===== src/rtl/fifo_wptr_full_pkg.sv =====
// rtl/fifo_wptr_full_pkg.sv - shared async FIFO pointer helpers
// Pointer sizing and Gray conversions shared by the write and read pointer blocks.
package fifo_wptr_full_pkg;

  localparam int MAX_PTR_W = 32;

  typedef logic [MAX_PTR_W-1:0] ptr_t;

  function automatic int ptr_width(input int addr_width);
    return addr_width + 1;
  endfunction

  function automatic int fifo_depth(input int addr_width);
    return 1 << addr_width;
  endfunction

  // Operands are zero-extended to MAX_PTR_W, so leading zeros convert to leading zeros.
  function automatic ptr_t bin2gray(input ptr_t b);
    return b ^ (b >> 1);
  endfunction

  function automatic ptr_t gray2bin(input ptr_t g);
    ptr_t b;
    b[MAX_PTR_W-1] = g[MAX_PTR_W-1];
    for (int i = MAX_PTR_W - 2; i >= 0; i--) begin
      b[i] = b[i+1] ^ g[i];
    end
    return b;
  endfunction

endpackage


===== src/rtl/fifo_wptr_full_sync_gray_r2w.sv =====
// rtl/fifo_wptr_full_sync_gray_r2w.sv - multi-flop synchroniser for a Gray pointer
// Pure flop chain; no logic between stages so only Gray values cross domains.
module sync_gray_r2w #(
  parameter int WIDTH  = 5,
  parameter int STAGES = 2
) (
  input  logic             clk,
  input  logic             rst,
  input  logic [WIDTH-1:0] d,
  output logic [WIDTH-1:0] q
);

  logic [WIDTH-1:0] sync_q [STAGES];
  logic [WIDTH-1:0] sync_d [STAGES];

  always_comb begin
    sync_d[0] = d;
    for (int i = 1; i < STAGES; i++) begin
      sync_d[i] = sync_q[i-1];
    end
  end

  always_ff @(posedge clk or posedge rst) begin
    if (rst) begin
      for (int i = 0; i < STAGES; i++) begin
        sync_q[i] <= '0;
      end
    end else begin
      for (int i = 0; i < STAGES; i++) begin
        sync_q[i] <= sync_d[i];
      end
    end
  end

  assign q = sync_q[STAGES-1];

endmodule


===== src/rtl/fifo_wptr_full.sv =====
// rtl/fifo_wptr_full.sv - async FIFO write pointer and full/occupancy flags
// Flags are computed from the next pointer against the synchronised read pointer.
module fifo_wptr_full
  import fifo_wptr_full_pkg::*;
#(
  parameter int ADDR_WIDTH         = 4,
  parameter int SYNC_STAGES        = 2,
  parameter int ALMOST_FULL_THRESH = 2
) (
  input  logic                  wclk,
  input  logic                  wrst,
  input  logic                  winc,
  input  logic [ADDR_WIDTH:0]   rgray_async,
  output logic                  wen,
  output logic [ADDR_WIDTH-1:0] waddr,
  output logic [ADDR_WIDTH:0]   wptr_gray,
  output logic                  wfull,
  output logic                  walmost_full,
  output logic [ADDR_WIDTH:0]   wcount
);

  localparam int PTR_W = ptr_width(ADDR_WIDTH);
  localparam int DEPTH = fifo_depth(ADDR_WIDTH);
  localparam logic [PTR_W-1:0] DEPTH_P  = PTR_W'(DEPTH);
  localparam logic [PTR_W-1:0] THRESH_P = PTR_W'(ALMOST_FULL_THRESH);

  logic [PTR_W-1:0] wbin_q, wbin_d;
  logic [PTR_W-1:0] wgray_q, wgray_d;
  logic [PTR_W-1:0] wcount_q, wcount_d;
  logic             wfull_q, wfull_d;
  logic             walmost_full_q, walmost_full_d;
  logic [PTR_W-1:0] rq_gray;
  logic [PTR_W-1:0] rbin_sync;
  logic [PTR_W-1:0] full_target;
  logic [PTR_W-1:0] free_slots;

  sync_gray_r2w #(
    .WIDTH  (PTR_W),
    .STAGES (SYNC_STAGES)
  ) u_sync_r2w (
    .clk (wclk),
    .rst (wrst),
    .d   (rgray_async),
    .q   (rq_gray)
  );

  always_comb begin
    wen            = winc & ~wfull_q & ~wrst;
    wbin_d         = wbin_q + PTR_W'(wen);
    wgray_d        = PTR_W'(bin2gray(32'(wbin_d)));
    rbin_sync      = PTR_W'(gray2bin(32'(rq_gray)));
    // Full when the write pointer is one lap ahead: top two Gray bits inverted.
    full_target    = {~rq_gray[PTR_W-1:PTR_W-2], rq_gray[PTR_W-3:0]};
    wfull_d        = (wgray_d == full_target);
    wcount_d       = wbin_d - rbin_sync;
    free_slots     = DEPTH_P - wcount_d;
    walmost_full_d = (free_slots <= THRESH_P);
  end

  always_ff @(posedge wclk or posedge wrst) begin
    if (wrst) begin
      wbin_q         <= '0;
      wgray_q        <= '0;
      wcount_q       <= '0;
      wfull_q        <= 1'b0;
      walmost_full_q <= 1'b0;
    end else begin
      wbin_q         <= wbin_d;
      wgray_q        <= wgray_d;
      wcount_q       <= wcount_d;
      wfull_q        <= wfull_d;
      walmost_full_q <= walmost_full_d;
    end
  end

  assign waddr        = wbin_q[ADDR_WIDTH-1:0];
  assign wptr_gray    = wgray_q;
  assign wfull        = wfull_q;
  assign walmost_full = walmost_full_q;
  assign wcount       = wcount_q;

endmodule


===== config.mk =====
export PLATFORM = sky130hd
export DESIGN_NAME = fifo_wptr_full
export DESIGN_NICKNAME = d
export VERILOG_FILES = /design/src/rtl/fifo_wptr_full_pkg.sv /design/src/rtl/fifo_wptr_full_sync_gray_r2w.sv /design/src/rtl/fifo_wptr_full.sv
export SDC_FILE = /design/constraint.sdc
export NUM_CORES = 1
export LEC_CHECK = 0
export BUFFER_PORTS_ARGS = -buffer_cell sky130_fd_sc_hd__buf_2
export CAP_MARGIN = 5
export CELL_PAD_IN_SITES_DETAIL_PLACEMENT = 2
export CELL_PAD_IN_SITES_GLOBAL_PLACEMENT = 2
export CORE_MARGIN = 1
export CORE_UTILIZATION = 31
export CTS_CLUSTER_SIZE = 20
export DETAILED_ROUTE_END_ITERATION = 12
export GPL_TIMING_DRIVEN = 1
export MAX_ROUTING_LAYER = met4
export PLACE_DENSITY = 0.7
export SYNTH_ARGS = -nofsm -noshare
export SYNTH_HDL_FRONTEND = slang
export SYNTH_HIERARCHICAL = 1
export SYNTH_SLANG_ARGS = --single-unit

===== constraint.sdc =====
create_clock -name wclk -period 3 [get_ports wclk]
set_input_delay 0.15 -clock wclk [delete_from_list [all_inputs] [get_ports wclk]]
set_output_delay 0.15 -clock wclk [all_outputs]
set_load 0.05 [all_outputs]

==> results of run 1 <==
## timing repair
item                                    in CTS  in global routing
endpoints found under the setup margin       1                  1
gates resized for setup                      2                  6
hold endpoints to repair                    15                  0
gates cloned                                 0                  0
hold buffers                                 6                  0
pin swaps                                   10                  8
buffers inserted                             6                  3
## worst paths after layout
path,to,cells after the start,slack (ps)
hold / removal,wbin_q[4],2,1
setup / recovery,walmost_full,12,-310
hold reg to reg,u_sync_r2w/q[1],0,370
setup reg to reg,walmost_full,12,-310
min in group wclk,wbin_q[0],3,340
max in group asynchronous,u_sync_r2w/q[3],3,2280
## state kept, by name, indices dropped and copies added (netlist names)
| signal | flops |
|---|---|
| u_sync_r2w/sync_d | 5 |
| wfull | 1 |
| wbin_q | 5 |
| wptr_gray | 4 |
| wcount | 5 |
| u_sync_r2w/q | 5 |
| walmost_full | 1 |
## cell type report
class | instances | area, µm² | area share (%)
clock buffer | 3 | 41.3 | 2.36
inverter | 11 | 41.3 | 2.36
sequential | 26 | 652 | 37.3
timing repair buffer | 50 | 330 | 18.9
multi-input combinational | 53 | 594 | 34.0
clock inverter | 1 | 30.0 | 1.72
tap | 46 | 57.6 | 3.30
## per-stage QoR
| step | setup TNS (ps) | hold slack [ps] | instance area (µm²) | instances |
|---|---|---|---|---|
| final | -312 | 0.991 | 1750 | 190 |
| after global routing | -438 | 39.8 | 1750 | 190 |
| after CTS | -316 | 26.1 | 1690 | 187 |
| after detailed placement | -312 | 180 | 1500 | 171 |
| after global placement | -91.4 | 164 | 1500 | 171 |
| after floorplan | -281 | -9.82 | 1240 | 90 |
## cells in the final DEF (no fill, tap or decap), types with 6 or more instances in the layout
cell,count
dfrtp_1,25
buf_2,24
buf_4,20
inv_1,10
xor2_1,10
xnor2_1,6
dlygate4sd3_1,6
## layer usage
metal | wire (µm) | GRT usage, %
met5 | 0 | -
met4 | 92 | 3.41
met3 | 80 | 2.72
met2 | 2180 | 37.8
met1 | 1500 | 22.2
## synth_stat cells
| master | instances |
|---|---|
| a21o_1 | 1 |
| a21oi_1 | 2 |
| a221oi_2 | 1 |
| a31oi_1 | 1 |
| and3_1 | 1 |
| dfrtp_1 | 26 |
| fa_1 | 1 |
| ha_1 | 8 |
| inv_1 | 11 |
| mux2_2 | 1 |
| nand2_1 | 2 |
| nand2b_1 | 1 |
| nand3_1 | 3 |
| nand3b_1 | 1 |
| nor2_1 | 1 |
| nor2b_1 | 2 |
| nor3_1 | 1 |
| nor3b_1 | 1 |
| nor4_1 | 1 |
| o21ai_0 | 1 |
| or3_1 | 1 |
| xnor2_1 | 7 |
| xor2_1 | 13 |
| xor2_2 | 1 |
| xor3_1 | 1 |
## worst register-to-register path, stage by stage, from the launching register on
cell,delay (ps)
dfrtp_1,430
xnor2_2,240
xor2_2,230
xor2_2,220
xnor2_1,100
ha_2,200
fa_2,390
nor2b_2,160
o21ai_2,80
nand2b_1,120
xor3_1,440
or3_4,360
a221oi_4,250
## logic make-up (layout without fill, tap and decap cells)
family	count (synthesis)	in the layout	share of synthesized area, %
XOR/XNOR	22	22	18.5
adder cells (fa/ha/maj)	9	9	10.3
AO/OA/AOI/OAI	6	6	3.76
buffers and inverters	11	65	3.54
AND/OR/NAND/NOR	15	15	7.19
multiplexers	1	1	0.966
flip-flops	26	26	55.8
==> impl_results.md, run 1 <==
* Run status: complete, but fails checks
* Violated checks: setup timing
* Routability Congestion at 0.702
* Gate family responsible for the most delay along the worst path: XOR/XNOR gates
* Worst endpoint data arrival time at approximately 3500 ps
* Slew margin rel. at between 50% and 60%
* Iteration count of the initial detailed-routing pass at 4
* Routed WL at 3850 µm
* Post-Synthesis Mean Instance Area at ~13 µm²
* Highest attainable clock frequency at around 0.30 GHz
* Setup skew after layout at roughly 8.3 ps
* Overall track demand over capacity in global routing at about a fifth
* CP dominant cell by count: xor2_2
* Final setup fails at 1
* Clk_lat worst skew at 280 ps
* Overflow left after global routing at 0
* Series of cell instances along the critical path: xnor2_2, xor2_2, xor2_2, xnor2_1, ha_2, fa_2, nor2b_2, o21ai_2, nand2b_1, xor3_1, or3_4, a221oi_4
* Slack of the critical path at -312 ps
* Post-synthesis cell type with the largest combined area: dfrtp_1
* Port buffer count at 24
* CP max FO at 2
* Maximum number of pins on one net before global-route repair at 17
* Final min period at ~3300 ps
* DR vias/cell at roughly 4.5
* Area growth syn-to-layout at 49.8%
* Master cell of the clock root buffer: clkbuf_8
* Number of nets in the layout at about 160
* Clock-pin slew on the worst setup and hold paths at ~100 ps
* Max Buffers Root-to-Sink at 2
* Die outline height at approximately 63 µm
* Startpoint class of the critical path: flop
* Clock tree from TritonCTS: yes
* Distinct cell type count after synthesis at 25
* Die Width at approximately 63 µm
* Biggest cell delay along the critical path at 440 ps
* Min-Delay Path Class: in -> async
* I/O Pins at 25
* Number of DRC violations after detailed-routing iteration 0 at 22
* Final cycle utilization of the critical path at 110%
* Total number of clock tree sinks at 26
* Cells taking the most area after synthesis: dfrtp_1 (56%), xor2_1 (9.8%), ha_1 (8.6%)
* Fillcell total at 355
* Vias in the first global route at between 1000 and 1500
* Starting density of the core at roughly 34%
* Routed length per instance at 20.3 µm
* Diode count at 0
* Critical Path Sink Type: flop
* Share of post-route cells with drive strength above 1 at a little under half
* Num rows at 21
* Proportion of synthesized chip area in sequential cells at a little under three fifths
* Yosys warning total at 6
* Core footprint at 0.00347 mm²
* Fin. Hold Viols at 0
* Mapped Nets at 107
* Final cell utilization of the core at between 50% and 60%
* TritonCTS buffer count at 3
* Kind of critical path: reg -> reg
* Worst Setup SP: u_sync_r2w/q[4]
* DR vias at ~850
* Area enclosed by the die boundary at roughly 0.004 mm²
* Required arrival time at the worst endpoint at 3170 ps
* Yosys top cell area share at a little under three fifths
* First-pass GRT wire length at roughly 5600 µm
* Unrepaired setup endpoints after global routing: yes
* Number of levels the H-tree was split into at 1
* Netlist area before placement at around 0.0012 mm²
* Initial antenna violation count at 0
* Slowest cell on the critical path: xor3_1
* Number of max-cap violations at 0
* DRC violations left at 0
* #FFs+latches synth at 26
* Critical register-to-register path startpoint: u_sync_r2w/q[4]
* Post-DRT Antenna Nets at 0
* Final number of max-transition violations at 0
* Transition at the pin with the smallest max-transition slack at around 680 ps
* Number of instances in the synthesized netlist at 90
* Detailed-placement wirelength estimate at roughly 2300 µm
* Worst slack at placement at -312 ps
* Total buffers and inverters traversed by the critical path at 0
Power of run 1 is left out: the tool's default activity adds up to more than one toggle a clock period on the data nets, which glitch-free logic cannot reach.
==> run 2: changes to the inputs <==
MAX_ROUTING_LAYER = unset   (was met4)
SYNTH_HIERARCHICAL = unset   (was 1)
==> impl_results.md, run 2 <==
* Number of max-cap violations at 0
* Clk_lat worst skew at about 270 ps
* Yosys warning total at 0
* Clock tree from TritonCTS: yes
* Routed length per instance at ~15 µm
* Detailed-placement wirelength estimate at 1860 µm
* Yosys top cell area share at between 50% and 60%
* Post-Synthesis Mean Instance Area at between 10 and 15 µm²
* Area growth syn-to-layout at 37.2%
* Biggest cell delay along the critical path at ~450 ps
* Num rows at 21
* Number of levels the H-tree was split into at 1
* Slew margin rel. at 35.2%
* Dominant synthesized flop cell: dfrtp_1
* Final design area excluding fillers at 0.00161 mm²
* DR vias/cell at ~4.5
* Most frequent standard cell in the layout excluding fill and tap cells: dfrtp_1
* Startpoint class of the critical path: flop
* Number of DRC violations after detailed-routing iteration 0 at 14
* #FFs+latches synth at 26
* CP max FO at 3
* Clock-pin slew on the worst setup and hold paths at around 90 ps
* Fin. Hold Viols at 0
* Overall track demand over capacity in global routing at between 10% and 20%
* Post-synthesis cell type with the largest combined area: dfrtp_1
* Kind of critical path: reg -> reg
* Post-DRT Antenna Nets at 0
* Slowest cell on the critical path: fa_2
* Initial antenna violation count at 0
* Required arrival time at the worst endpoint at 3210 ps
* Proportion of synthesized chip area in sequential cells at roughly 56%
* Run status: finished, final reports clean
* TritonCTS buffer count at 3
* Mapped Nets at approximately 110
* Maximum number of pins on one net before global-route repair at 27
* Min Hold Slack at between 100 and 150 ps
* Highest attainable clock frequency at 0.347 GHz
* Setup skew after layout at 6.72 ps
* Port buffer count at 24
* Fraction of synthesis flops using an asynchronous set or reset pin at 100%
* Area enclosed by the die boundary at a little over 0.004 mm²
* Critical Path Sink Type: flop
* Share of post-route cells with drive strength above 1 at 40.0%
* Netlist area before placement at 0.00117 mm²
* DRC violations left at 0
* Routability Congestion at 0.683
* First-pass GRT wire length at roughly 4400 µm
* Worst endpoint data arrival time at between 3000 and 4000 ps
* Min-Delay Path Class: in -> async
* Transition at the pin with the smallest max-transition slack at around 970 ps
* Number of instances in the synthesized netlist at a little over 90
* Cells taking the most area after synthesis: dfrtp_1 (56%), ha_1 (8.6%), xor2_1 (7.5%)
* Number of nets in the layout at between 100 and 150
* Post-Place Cell Area at 0.00140 mm²
* Iteration count of the initial detailed-routing pass at 2
* Routed WL at ~2700 µm
* Total number of clock tree sinks at 26
* Die outline height at approximately 63 µm
* Core footprint at approximately 0.0035 mm²
* Most frequent cells in the layout: dfrtp_1 (25), buf_2 (24), xor2_1 (8), xnor2_1 (7), buf_4 (7)
* Vias in the first global route at roughly 860
* Most common cell in the synthesized netlist: dfrtp_1
* DR vias at 796
* Die Width at between 60 and 70 µm
* Overflow left after global routing at 0
* Diode count at 0
* Max Buffers Root-to-Sink at 2
* Master cell of the clock root buffer: clkbuf_8
* Final number of max-transition violations at 0
* Final min period at roughly 2900 ps
* Final cycle utilization of the critical path at 96.1%
* Starting density of the core at between 30% and 40%
* Leading post-synthesis cells by instance count: dfrtp_1 (26), xor2_1 (10), xnor2_1 (9)
* Distinct cell type count after synthesis at 27
* Number of enable-type register cells in the synthesized netlist at 0
* Final setup fails at 0
* I/O Pins at 25
* Series of cell instances along the critical path: xnor2_2, xor2_2, xor2_2, xnor2_2, ha_4, fa_2, ha_1, nand2b_1, nand3_2, or3_1, mux2i_1
==> run 2: changes by cell type in the layout (fill, tap and decap cells not counted), sizes merged, moves of 2 or more <==
cell	previous run	this run
nand2	2	4
a21oi	2	4
xnor2	7	9
xor2	14	11
inv	11	8
buf	44	31
==> run 2: final timing paths <==
kind,from,endpoint,slack [ps],depth (start not counted)
min in group wclk,wrst,wbin_q[0],320,3
worst min register to register,u_sync_r2w.sync_d[4],u_sync_r2w.q[4],360,0
max in group asynchronous,wrst,wfull,2230,2
worst max-delay path,u_sync_r2w.q[3],walmost_full,120,11
worst min-delay path,wrst,wbin_q[2],120,2
worst max register to register,u_sync_r2w.q[3],walmost_full,120,11
==> run 2: logic make-up (layout without fill, tap and decap cells) <==
group / after synthesis / count (layout) / share of synthesized area [%]
compound gates: 8 / 8 / 4.06
xor+xnor: 21 / 21 / 17.5
fa+ha+maj: 9 / 9 / 10.3
buf+inv: 9 / 48 / 2.89
flops: 26 / 26 / 55.6
mux: 2 / 2 / 1.82
simple gates: 16 / 16 / 7.81
==> run 2: final cells by class <==
cell class                      count  area, µm²
Timing Repair Buffer               36        223
Fill cell                         353       1860
Tap cell                           46       57.6
Clock buffer                        3       41.3
Clock inverter                      1       30.0
Multi-Input combinational cell     56        572
Inverter                            8       30.0
Sequential cell                    26        652
==> run 2: per-stage QoR <==
step                      worst slack (ps)  util [%]  cells  TNS, ps
final                                  116      46.3    176        0
after global routing                 -56.2      46.3    176    -56.2
after CTS                            0.311      44.6    172        0
after detailed placement             -52.7      40.4    161    -52.7
after global placement                72.7      40.4    161        0
after floorplan                       2.37         -     91        0
==> run 2: per-layer routing <==
metal	track usage [%]	wire length, µm
met1	17.1	1140
met2	25.9	1370
met3	1.45	87
met4	8.52	55
met5	0	0
==> run 2: timing repair <==
item / in CTS / in global routing
hold endpoints to repair: 5 / 0
hold buffers: 5 / 0
resized for setup: 1 / 6
endpoints found under the setup margin: 1 / 1
pin swaps: 2 / 4
setup buffers: 2 / 4
==> run 2: worst max-delay path: cells and delay by family (launching register included) <==
kind | cells | cell delay [ps]
adder cells (fa/ha/maj) | 3 | 900
XOR/XNOR | 4 | 850
AND/OR/NAND/NOR | 3 | 500
flip-flops | 1 | 420
multiplexers | 1 | 130
Power of run 2 is left out for the same reason.
==> run 3: changes to the inputs <==
CORE_UTILIZATION = 37   (was 31)
PLACE_DENSITY = 0.79   (was 0.7)
SLEW_MARGIN = 20   (was unset)
clock period = 3.5 ns   (was 3 ns; I/O delays follow)
==> impl_results.md, run 3 (same netlist as run 2, synthesis figures left out) <==
* Run status: finished, final reports clean
* DRC violations left at 0
* Worst slack at placement at between 200 and 300 ps
* Diode count at 0
* Initial antenna violation count at 0
* Clock tree from TritonCTS: yes
* Setup skew after layout at ~0.61 ps
* Critical Path Sink Type: flop
* Routed length per instance at ~15 µm
* Worst Setup SP: u_sync_r2w.q[3]
* Final setup fails at 0
* Unrepaired setup endpoints after global routing: no
* Final min period at around 3300 ps
* Most frequent cells in the layout: dfrtp_1 (26), buf_2 (24), xor2_1 (10), xnor2_1 (9), ha_1 (8)
* CP max FO at 4
* Maximum number of pins on one net before global-route repair at 27
* Slack of the critical path at roughly 250 ps
* Worst reg-to-reg path cell count at 11
* Fin. Hold Viols at 0
* Die Width at 58.2 µm
* Number of nets in the layout at approximately 140
* Endpoint of the most critical setup path: walmost_full
* Endpoint of the most critical register-to-register path: walmost_full
* Overflow left after global routing at 0
* Max Buffers Root-to-Sink at 2
* I/O Pins at 25
* Final cycle utilization of the critical path at between 90% and 100%
* Number of max-cap violations at 0
* Clk_lat worst skew at about 320 ps
* Die outline height at ~58 µm
* Area enclosed by the die boundary at 0.00339 mm²
* Master cell of the clock root buffer: clkbuf_4
* Most frequent standard cell in the layout excluding fill and tap cells: dfrtp_1
* Post-DRT Antenna Nets at 0
* DR vias at 777
* Number of levels the H-tree was split into at 1
* Final number of max-transition violations at 0
* Num rows at 20
* DR vias/cell at 4.63
* Critical register-to-register path startpoint: u_sync_r2w.q[3]
* Setup TNS at 0 ps
* Total number of clock tree sinks at 26
* Kind of critical path: reg -> reg
* Slew margin rel. at between 30% and 40%
* Area growth syn-to-layout at 23.9%
* Min-Delay Path Class: reg -> reg
* Routed WL at 2530 µm
* Final design area excluding fillers at 0.00145 mm²
* Overall track demand over capacity in global routing at ~18%
* Port buffer count at 24
* Post-Place Cell Area at about 0.0014 mm²
* Startpoint class of the critical path: flop
* Worst endpoint data arrival time at between 3000 and 4000 ps
* Vias in the first global route at just under 900
* Required arrival time at the worst endpoint at approximately 3800 ps
* Core footprint at between 0.003 and 0.004 mm²
* TritonCTS buffer count at 3
* Number of DRC violations after detailed-routing iteration 0 at 19
* Routability Congestion at about 0.7
* R2r setup slk at approximately 250 ps
* Highest attainable clock frequency at 0.308 GHz
* Clock-pin slew on the worst setup and hold paths at 140 ps
* First-pass GRT wire length at 4340 µm
* Detailed-placement wirelength estimate at 1850 µm
* Starting density of the core at roughly two fifths
* Transition at the pin with the smallest max-transition slack at between 900 and 1000 ps
* Iteration count of the initial detailed-routing pass at 2
* Share of post-route cells with drive strength above 1 at a little over a quarter
## run 3: cell types whose count changed in the layout (fill, tap and decap cells not counted), sizes merged
cell / change
bufinv: -1
dlygate4sd3: +1
clkbuf: +1
clkinv: +1
buf: -7
inv: -1
## run 3: repair_timing
action / 4_1_cts / 5_1_grt
hold endpoints to repair: 5 / 5
resized for setup: 0 / 0
hold buffers: 5 / 1
setup buffers: 0 / 0
## run 3: final cells by class
class	count	area [µm²]
tap	44	55.1
multi-input combinational	56	497
fill	302	1580
timing repair buffer	30	180
inverter	8	30.0
sequential	26	651
clock buffer	4	36.3
## run 3: worst min-delay path by stage
stage                               from                    to  slack (ps)  cells past startpoint
floorplan                 rgray_async[0]  u_sync_r2w.sync_d[0]         210                      0
global placement          rgray_async[3]  u_sync_r2w.sync_d[3]         280                      1
detailed placement        rgray_async[2]  u_sync_r2w.sync_d[2]         290                      1
CTS                                 wrst             wbin_q[1]         130                      2
global route        u_sync_r2w.sync_d[4]       u_sync_r2w.q[4]         380                      0
finish              u_sync_r2w.sync_d[2]       u_sync_r2w.q[2]         360                      0
## run 3: metrics by stage
stage / instances / util (%) / hold slack, ps
2_1_floorplan: 91 / - / 206
3_3_place_gp: 158 / 44.7 / 283
3_5_place_dp: 158 / 44.7 / 285
4_1_cts: 167 / 47.5 / 126
5_1_grt: 168 / 47.9 / 376
6_report: 168 / 47.9 / 365
## run 3: critical path: stages (launching register included)
cell and delay, ps:
dfrtp_1 440, xnor2_1 250, xor2_1 280, xor2_1 300, xnor2_1 180, ha_1 230
fa_1 480, ha_1 310, nand2b_1 100, nand3_1 100, or3_1 360, mux2i_1 140
## run 3: layer usage
layer	GRT usage [%]	wire, µm
met5	0	0
met3	2.90	85
met1	19.4	1020
met2	33.8	1380
met4	6.12	36
Power of run 3 is left out for the same reason.
